File: config.mk
export PLATFORM = sky130hd
export DESIGN_NAME = vec_alu_sequencer_flat
export DESIGN_NICKNAME = d
export VERILOG_FILES = /design/src/rtl/vec_alu_sequencer_if.sv /design/src/rtl/vec_alu_sequencer.sv /design/src/flat_wrapper.sv
export SDC_FILE = /design/constraint.sdc
export NUM_CORES = 1
export LEC_CHECK = 0
export BUFFER_PORTS_ARGS = -buffer_cell sky130_fd_sc_hd__buf_2
export CAP_MARGIN = 30
export CELL_PAD_IN_SITES_DETAIL_PLACEMENT = 0
export CELL_PAD_IN_SITES_GLOBAL_PLACEMENT = 1
export CORE_MARGIN = 5
export CORE_UTILIZATION = 42
export DETAILED_ROUTE_END_ITERATION = 10
export GPL_TIMING_DRIVEN = 0
export PLACE_DENSITY_LB_ADDON = 0.1
export REMOVE_ABC_BUFFERS = 1
export SETUP_SLACK_MARGIN = 0.15
export SLEW_MARGIN = 20
export SYNTH_ARGS = -nofsm -noshare
export SYNTH_HDL_FRONTEND = slang
export SYNTH_SLANG_ARGS = --single-unit
export TNS_END_PERCENT = 30
File: constraint.sdc
create_clock -name clk -period 6 [get_ports clk]
set_input_delay 1.2 -clock clk [delete_from_list [all_inputs] [get_ports clk]]
set_output_delay 1.2 -clock clk [all_outputs]
set_load 0.01 [all_outputs]
File: src/rtl/vec_alu_sequencer_if.sv
// Command, execute-pipe and result bundle between decode/register-read,
// the vector ALU sequencer and the shared two-stage execute pipe.
interface vec_alu_sequencer_if #(
  parameter int unsigned LANES = 8,
  parameter int unsigned W     = 16
);
  logic                 cmd_valid;
  logic                 cmd_ready;
  logic [3:0]           cmd_opcode;
  logic [3:0]           cmd_len;
  logic [LANES*W-1:0]   cmd_a;
  logic [LANES*W-1:0]   cmd_b;
  logic                 stall;
  logic                 alu_valid;
  logic [15:0]          alu_ins;
  logic [W-1:0]         alu_op1;
  logic [W-1:0]         alu_op2;
  logic [W-1:0]         alu_result;
  logic                 busy;
  logic                 done;
  logic                 err;
  logic [LANES*W-1:0]   res_vec;
  logic [W-1:0]         res_scalar;

  // Requester side: decode plus the execute pipe returning results
  modport master (
    output cmd_valid, cmd_opcode, cmd_len, cmd_a, cmd_b, stall, alu_result,
    input  cmd_ready, alu_valid, alu_ins, alu_op1, alu_op2,
           busy, done, err, res_vec, res_scalar
  );

  // Sequencer side
  modport slave (
    input  cmd_valid, cmd_opcode, cmd_len, cmd_a, cmd_b, stall, alu_result,
    output cmd_ready, alu_valid, alu_ins, alu_op1, alu_op2,
           busy, done, err, res_vec, res_scalar
  );
endinterface

File: src/rtl/vec_alu_sequencer.sv
// Issues one element pair per cycle of a vector command into the execute pipe
// and collects returning results into a result vector or a dot-product scalar.
module vec_alu_sequencer #(
  parameter int unsigned LANES = 8,
  parameter int unsigned W     = 16,
  parameter int unsigned LAT   = 2
) (
  input logic                clk,
  input logic                reset,
  vec_alu_sequencer_if.slave bus
);
  localparam int unsigned LW = 4;
  localparam int unsigned IW = (LANES > 1) ? $clog2(LANES) : 1;

  localparam logic [3:0] OP_ADD = 4'b0000;
  localparam logic [3:0] OP_SUB = 4'b0001;
  localparam logic [3:0] OP_MUL = 4'b0010;
  localparam logic [3:0] OP_DIV = 4'b0011;
  localparam logic [3:0] OP_DOT = 4'b1110;

  typedef enum logic [1:0] {
    S_IDLE  = 2'd0,
    S_ISSUE = 2'd1,
    S_DRAIN = 2'd2,
    S_DONE  = 2'd3
  } state_t;

  state_t             state;
  logic [3:0]         opcode_q;
  logic [LW-1:0]      len_q;
  logic [LANES*W-1:0] a_q;
  logic [LANES*W-1:0] b_q;
  logic [IW-1:0]      idx_q;
  logic [LW-1:0]      ret_cnt_q;
  logic [LAT-1:0]     tag_vld_q;
  logic [IW-1:0]      tag_idx_q [LAT];

  logic               cmd_ready_q;
  logic               busy_q;
  logic               done_q;
  logic               err_q;
  logic [LANES*W-1:0] res_vec_q;
  logic [W-1:0]       res_scalar_q;

  logic               issue_c;
  logic               retire_c;
  logic [IW-1:0]      retire_idx_c;
  logic               op_legal_c;
  logic [LW-1:0]      len_clamped_c;
  logic               last_issue_c;

  always_comb begin
    op_legal_c = 1'b0;
    case (bus.cmd_opcode)
      OP_ADD, OP_SUB, OP_MUL, OP_DIV, OP_DOT: op_legal_c = 1'b1;
      default:                                op_legal_c = 1'b0;
    endcase
  end

  assign len_clamped_c = (bus.cmd_len > LW'(LANES)) ? LW'(LANES) : bus.cmd_len;
  assign last_issue_c  = (LW'(idx_q) == (len_q - LW'(1)));

  // Issue is decided in-cycle so that stall suppresses the current cycle only
  assign issue_c       = (state == S_ISSUE) && !bus.stall;
  assign retire_c      = tag_vld_q[LAT-1];
  assign retire_idx_c  = tag_idx_q[LAT-1];

  assign bus.alu_valid = issue_c;
  assign bus.alu_ins   = issue_c ? {opcode_q, 12'b0} : 16'b0;
  assign bus.alu_op1   = issue_c ? a_q[idx_q*W +: W] : W'(0);
  assign bus.alu_op2   = issue_c ? b_q[idx_q*W +: W] : W'(0);

  assign bus.cmd_ready  = cmd_ready_q;
  assign bus.busy       = busy_q;
  assign bus.done       = done_q;
  assign bus.err        = err_q;
  assign bus.res_vec    = res_vec_q;
  assign bus.res_scalar = res_scalar_q;

  // Sequencer FSM, tag pipeline and result collection
  always_ff @(posedge clk) begin
    if (reset) begin
      state        <= S_IDLE;
      opcode_q     <= 4'b0;
      len_q        <= '0;
      a_q          <= '0;
      b_q          <= '0;
      idx_q        <= '0;
      ret_cnt_q    <= '0;
      tag_vld_q    <= '0;
      for (int unsigned i = 0; i < LAT; i++) tag_idx_q[i] <= '0;
      cmd_ready_q  <= 1'b1;
      busy_q       <= 1'b0;
      done_q       <= 1'b0;
      err_q        <= 1'b0;
      res_vec_q    <= '0;
      res_scalar_q <= '0;
    end else begin
      done_q <= 1'b0;

      // Tag slot tracks each pipe stage; stalled and idle cycles insert bubbles
      tag_vld_q[0] <= issue_c;
      tag_idx_q[0] <= idx_q;
      for (int unsigned i = 1; i < LAT; i++) begin
        tag_vld_q[i] <= tag_vld_q[i-1];
        tag_idx_q[i] <= tag_idx_q[i-1];
      end

      if (retire_c) begin
        if (opcode_q == OP_DOT) res_scalar_q <= res_scalar_q + bus.alu_result;
        else                    res_vec_q[retire_idx_c*W +: W] <= bus.alu_result;
        ret_cnt_q <= ret_cnt_q + LW'(1);
      end

      case (state)
        S_IDLE: begin
          if (bus.cmd_valid) begin
            opcode_q     <= bus.cmd_opcode;
            len_q        <= len_clamped_c;
            a_q          <= bus.cmd_a;
            b_q          <= bus.cmd_b;
            idx_q        <= '0;
            ret_cnt_q    <= '0;
            res_vec_q    <= '0;
            res_scalar_q <= '0;
            err_q        <= 1'b0;
            cmd_ready_q  <= 1'b0;
            busy_q       <= 1'b1;
            if (!op_legal_c) begin
              err_q  <= 1'b1;
              done_q <= 1'b1;
              state  <= S_DONE;
            end else if (bus.cmd_len == LW'(0)) begin
              done_q <= 1'b1;
              state  <= S_DONE;
            end else begin
              state  <= S_ISSUE;
            end
          end
        end
        S_ISSUE: begin
          if (issue_c) begin
            idx_q <= idx_q + IW'(1);
            if (last_issue_c) state <= S_DRAIN;
          end
        end
        S_DRAIN: begin
          if (ret_cnt_q == len_q) begin
            done_q <= 1'b1;
            state  <= S_DONE;
          end
        end
        S_DONE: begin
          cmd_ready_q <= 1'b1;
          busy_q      <= 1'b0;
          state       <= S_IDLE;
        end
        default: begin
          cmd_ready_q <= 1'b1;
          busy_q      <= 1'b0;
          state       <= S_IDLE;
        end
      endcase
    end
  end
endmodule

File: src/flat_wrapper.sv
// flat-port wrapper written by rule: the top's interface ports become plain ports
module vec_alu_sequencer_flat 
#(
  parameter int unsigned LANES = 8,
  parameter int unsigned W     = 16,
  parameter int unsigned LAT   = 2
)
  (clk, reset, bus_cmd_valid, bus_cmd_opcode, bus_cmd_len, bus_cmd_a, bus_cmd_b, bus_stall, bus_alu_result, bus_cmd_ready, bus_alu_valid, bus_alu_ins, bus_alu_op1, bus_alu_op2, bus_busy, bus_done, bus_err, bus_res_vec, bus_res_scalar);
  vec_alu_sequencer_if #(.LANES(LANES), .W(W)) bus_i ();
  input logic clk;
  input logic reset;
  input wire logic [$bits(bus_i.cmd_valid)-1:0] bus_cmd_valid;
  input wire logic [$bits(bus_i.cmd_opcode)-1:0] bus_cmd_opcode;
  input wire logic [$bits(bus_i.cmd_len)-1:0] bus_cmd_len;
  input wire logic [$bits(bus_i.cmd_a)-1:0] bus_cmd_a;
  input wire logic [$bits(bus_i.cmd_b)-1:0] bus_cmd_b;
  input wire logic [$bits(bus_i.stall)-1:0] bus_stall;
  input wire logic [$bits(bus_i.alu_result)-1:0] bus_alu_result;
  output wire logic [$bits(bus_i.cmd_ready)-1:0] bus_cmd_ready;
  output wire logic [$bits(bus_i.alu_valid)-1:0] bus_alu_valid;
  output wire logic [$bits(bus_i.alu_ins)-1:0] bus_alu_ins;
  output wire logic [$bits(bus_i.alu_op1)-1:0] bus_alu_op1;
  output wire logic [$bits(bus_i.alu_op2)-1:0] bus_alu_op2;
  output wire logic [$bits(bus_i.busy)-1:0] bus_busy;
  output wire logic [$bits(bus_i.done)-1:0] bus_done;
  output wire logic [$bits(bus_i.err)-1:0] bus_err;
  output wire logic [$bits(bus_i.res_vec)-1:0] bus_res_vec;
  output wire logic [$bits(bus_i.res_scalar)-1:0] bus_res_scalar;
  assign bus_i.cmd_valid = bus_cmd_valid;
  assign bus_i.cmd_opcode = bus_cmd_opcode;
  assign bus_i.cmd_len = bus_cmd_len;
  assign bus_i.cmd_a = bus_cmd_a;
  assign bus_i.cmd_b = bus_cmd_b;
  assign bus_i.stall = bus_stall;
  assign bus_i.alu_result = bus_alu_result;
  assign bus_cmd_ready = bus_i.cmd_ready;
  assign bus_alu_valid = bus_i.alu_valid;
  assign bus_alu_ins = bus_i.alu_ins;
  assign bus_alu_op1 = bus_i.alu_op1;
  assign bus_alu_op2 = bus_i.alu_op2;
  assign bus_busy = bus_i.busy;
  assign bus_done = bus_i.done;
  assign bus_err = bus_i.err;
  assign bus_res_vec = bus_i.res_vec;
  assign bus_res_scalar = bus_i.res_scalar;
  vec_alu_sequencer #(.LANES(LANES), .W(W), .LAT(LAT)) u_core (.clk(clk), .reset(reset), .bus(bus_i));
endmodule
==> run_results.csv <==
group,metric,value,unit
clock_network,path_clk_slew,0.06,ns
yosys,synth_area,18000,sq um
worst_setup_path,rr_worst_depth,7,
timing,tightest_slew,0.918,ns
yosys,synth_top_family_by_area,"simple AND/OR/NAND/NOR gates",
clock_network,postCtsSetupRepairBufs,0,
die,die_w,217,um
power_and_ir_drop,switching_power,2280,uW
power_and_ir_drop,pwr-share-clk,0.386,
route,wirelength,55600,um
job,drv_cap,0,
die,num_rows,75,
worst_setup_path,required,4.80,ns
yosys,synthXorXnorAreaFrac,0.00925,
power_and_ir_drop,p_seq_frac,0.421,
power_and_ir_drop,power.internal,5690,uW
yosys,avgSynthCellArea,8.57,sq um
worst_setup_path,crit_fanout,29,
timing,slew_viol_final,0,
yosys,synth.area.mux_share,0.144,
worst_setup_path,path_depth,5,
global_route,grt_overflow,0,
route,drt_pre_antenna_iters,5,
timing,timing.final.crit_share,0.641,
cells_and_area,final_cells,3055,
cells_and_area,nets,2781,
yosys,synth_edf_count,0,
worst_setup_path,timing.rr.start,"u_core.tag_idx_q[0][3]",
timing,finalHoldViolCount,0,
power_and_ir_drop,power.leakage,0.00939,uW
global_route,grt_first_pass_wirelength,84300,um
clock_network,clock_sinks,429,
status,status,"finished clean",
worst_setup_path,regToRegSetupSlack,2.89,ns
worst_setup_path,crit_family,"flip-flops",
timing,setup_violations,0,
route,drtAntennaViolNets,0,
placement,placedInstanceArea,20800,sq um
power_and_ir_drop,ir_drop,0.000231,V
yosys,synth_compound_area_frac,0.112,
die,coreArea,42100,sq um
cells_and_area,area_growth,25.1,%
global_route,antenna_found_initial,22,
worst_setup_path,crit_path_end,"bus_alu_op2[4]",
placement,place_congestion,0.800,
worst_setup_path,worstSetupPathType,"flip-flop to output pin",
global_route,grt_start_max_net_pins,98,
placement,dp_cells,2960,
die,dieArea,47100,sq um
route,vias,15600,
worst_setup_path,startpoint,"u_core.idx_q[0]",
route,wl_per_cell,18.2,um
clock_network,clock_latency,0.58,ns
die,start_util,0.427,
clock_network,ctsHoldBuffers,0,
clock_network,tritoncts,"yes",
die,die_h,217,um
placement,dp_hpwl,39100,um
yosys,synthAdderAreaFrac,0.0185,
timing,max-slew-margin-rel,0.387,
worst_setup_path,crit_path_start_kind,"flip-flop",
route,dr_wl_met2,26800,um
yosys,postSynthCellCount,2100,
route,via_per_inst,5.12,
worst_setup_path,worstReg2RegEnd,"u_core.bus.res_vec[55]",
timing,finClkSkew,0.0186,ns
yosys,yosysWarnings,0,
worst_setup_path,worst_ep_arrival_time,2.64,ns
yosys,synthFlopType,"dfxtp_1",
timing,max_freq,260,MHz
route,top_layer,"met5",
clock_network,numCtsBuffers,48,
route,drt_iter0_markers,990,
worst_setup_path,path_buf_inv,2,
clock_network,cts_max_level,2,
clock_network,postCtsResizedCells,0,
cells_and_area,design_area,22500,sq um
die,io_pins,481,
min_path,min_path_type,"flip-flop to flip-flop",
yosys,async_flop_share,0,
power_and_ir_drop,netSwitchingFraction,0.286,
placement,portBuffers,468,
global_route,grt_pass1_vias,15100,
worst_setup_path,crit_chain,"buf_12, mux4_2, mux2i_1, nor2_1, buf_2",
worst_setup_path,end_kind,"output pin",
worst_setup_path,critical-path-max-stage-delay,0.75,ns
route,dr_wl_met3,3990,um
route,drc,0,
timing,post-route-min-period,3.84,ns
clock_network,clock_path_buffers,3,
global_route,grt.total_usage,0.224,
worst_setup_path,cpMaxStageDelayCell,"dfxtp_4",
yosys,synth_cell_type_count,55,
power_and_ir_drop,power_frac_comb,0.192,
yosys,ys_seq_area_frac,0.477,
power_and_ir_drop,pwr_density_cell,354,nW/um^2
timing,rsz0062_at_grt,"false",
route,wl_met1,23500,um
yosys,synth-seq-cells,429,
yosys,synth_simple_gate_area_frac,0.194,
cells_and_area,drive_gt1_frac,0.258,
clock_network,cts_root_buffer,"clkbuf_16",
cells_and_area,post-route-util,0.535,
cell type report:
class	count	area, sq um
antenna	11	27.5
tap	539	674
inverter	15	56.3
clock inverter	14	241
multi-input combinational	1487	8700
sequential	429	8600
fill	4081	19600
clock buffer	70	1420
timing repair buffer	490	2810
worst register-to-register path: cells and delay by family (launching register included):
kind,cells,cell delay (ns)
adders and majority gates,2,0.50
and+or+nand+nor,3,1.56
DFF,1,0.38
muxes,1,0.38
buffers and inverters,1,0.14
flip-flops by register name, indices dropped and copies added (netlist names), 2 cells and up:
register / cells
u_core.bus.res_scalar: 16
u_core.a_q: 128
u_core.tag_idx_q: 6
u_core.tag_vld_q: 2
u_core.idx_q: 3
u_core.bus.res_vec: 128
u_core.state: 2
u_core.ret_cnt_q: 4
u_core.len_q: 4
u_core.opcode_q: 4
u_core.b_q: 128
cell families after synthesis:
logic type | after synthesis
buffers and inverters | 195
DFF | 429
muxes | 179
and+or+nand+nor | 868
xor gates and xnor gates | 19
other | 1
AOI/OAI and AO/OA | 383
adders and majority gates | 26
worst min-delay path by stage:
stage,cells after the start,end,startpoint,slack [ns]
final,1,u_core.tag_idx_q[0][4],u_core.tag_idx_q[0][1],0.43
after floorplan,1,u_core.tag_idx_q[0][3],u_core.tag_idx_q[0][0],0.41
after CTS,1,u_core.tag_idx_q[0][4],u_core.tag_idx_q[0][1],0.44
after detailed placement,1,u_core.tag_idx_q[0][4],u_core.tag_idx_q[0][1],0.43
after global placement,1,u_core.tag_vld_q[1],u_core.tag_vld_q[0],0.42
after global routing,1,u_core.tag_vld_q[1],u_core.tag_vld_q[0],0.46
through the flow:
| stage | hold slack, ns | worst slack [ns] | setup TNS, ns | total power (uW) |
|---|---|---|---|---|
| 6_report | 0.435 | 2.16 | 0 | 7970 |
| 5_1_grt | 0.460 | 2.00 | 0 | 8390 |
| 4_1_cts | 0.440 | 2.08 | 0 | 8060 |
| 3_5_place_dp | 0.427 | 2.26 | 0 | 4970 |
| 3_3_place_gp | 0.416 | -12.19 | -2327.81 | 5040 |
| 2_1_floorplan | 0.414 | -5.19 | -602.72 | 4460 |
routing by layer:
layer	vias up	GRT usage
met4	24	0.0630
met5	-	0
li1	7771	-
met2	381	0.378
met1	7376	0.282
met3	93	0.0655
power by group through the flow:
stage / Combinational, uW / Sequential [uW] / Clock, uW
6_report: 1530 / 3360 / 3080
5_1_grt: 1720 / 3390 / 3270
4_1_cts: 1560 / 3360 / 3150
3_5_place_dp: 1550 / 3420 / 0
3_3_place_gp: 1590 / 3440 / 0
2_1_floorplan: 1070 / 3390 / 0
placed cells by master (no fill, tap or decap), drive strengths merged, types with 5 or more instances in the layout:
master / n
mux2i: 114
conb: 12
nand2b: 6
nor2: 144
o21ai: 14
a21o: 5
inv: 16
clkbuf: 70
nand2: 622
xnor2: 15
bufinv: 6
a21oi: 340
mux4: 64
ha: 25
nand3: 44
nor4: 5
dfxtp: 429
nor3: 10
nand4: 6
diode: 11
and2: 7
buf: 490
nor2b: 9
Yosys cell counts (3+ instances only):
cell	number	area [sq um]
xnor2_1	15	131
buf_4	12	90.1
a31oi_1	4	25.0
nor2_1	143	537
nor2b_1	9	56.3
buf_1	22	82.6
mux2i_1	114	1140
o21ai_0	14	70.1
buf_2	19	95.1
and3_1	3	18.8
a21oi_1	338	1690
nand3_1	44	220
mux4_2	64	1440
nand2_1	622	2330
xor2_1	4	35.0
dfxtp_1	429	8590
nand3b_1	4	30.0
nand2b_1	6	37.5
nor4_1	5	31.3
a22oi_1	3	22.5
nand4_1	5	31.3
clkbuf_1	126	473
ha_1	25	313
nor3_1	8	40.0
a21o_1	5	37.5
inv_1	15	56.3
and2_1	7	43.8
(Power assumes the default switching activity.)
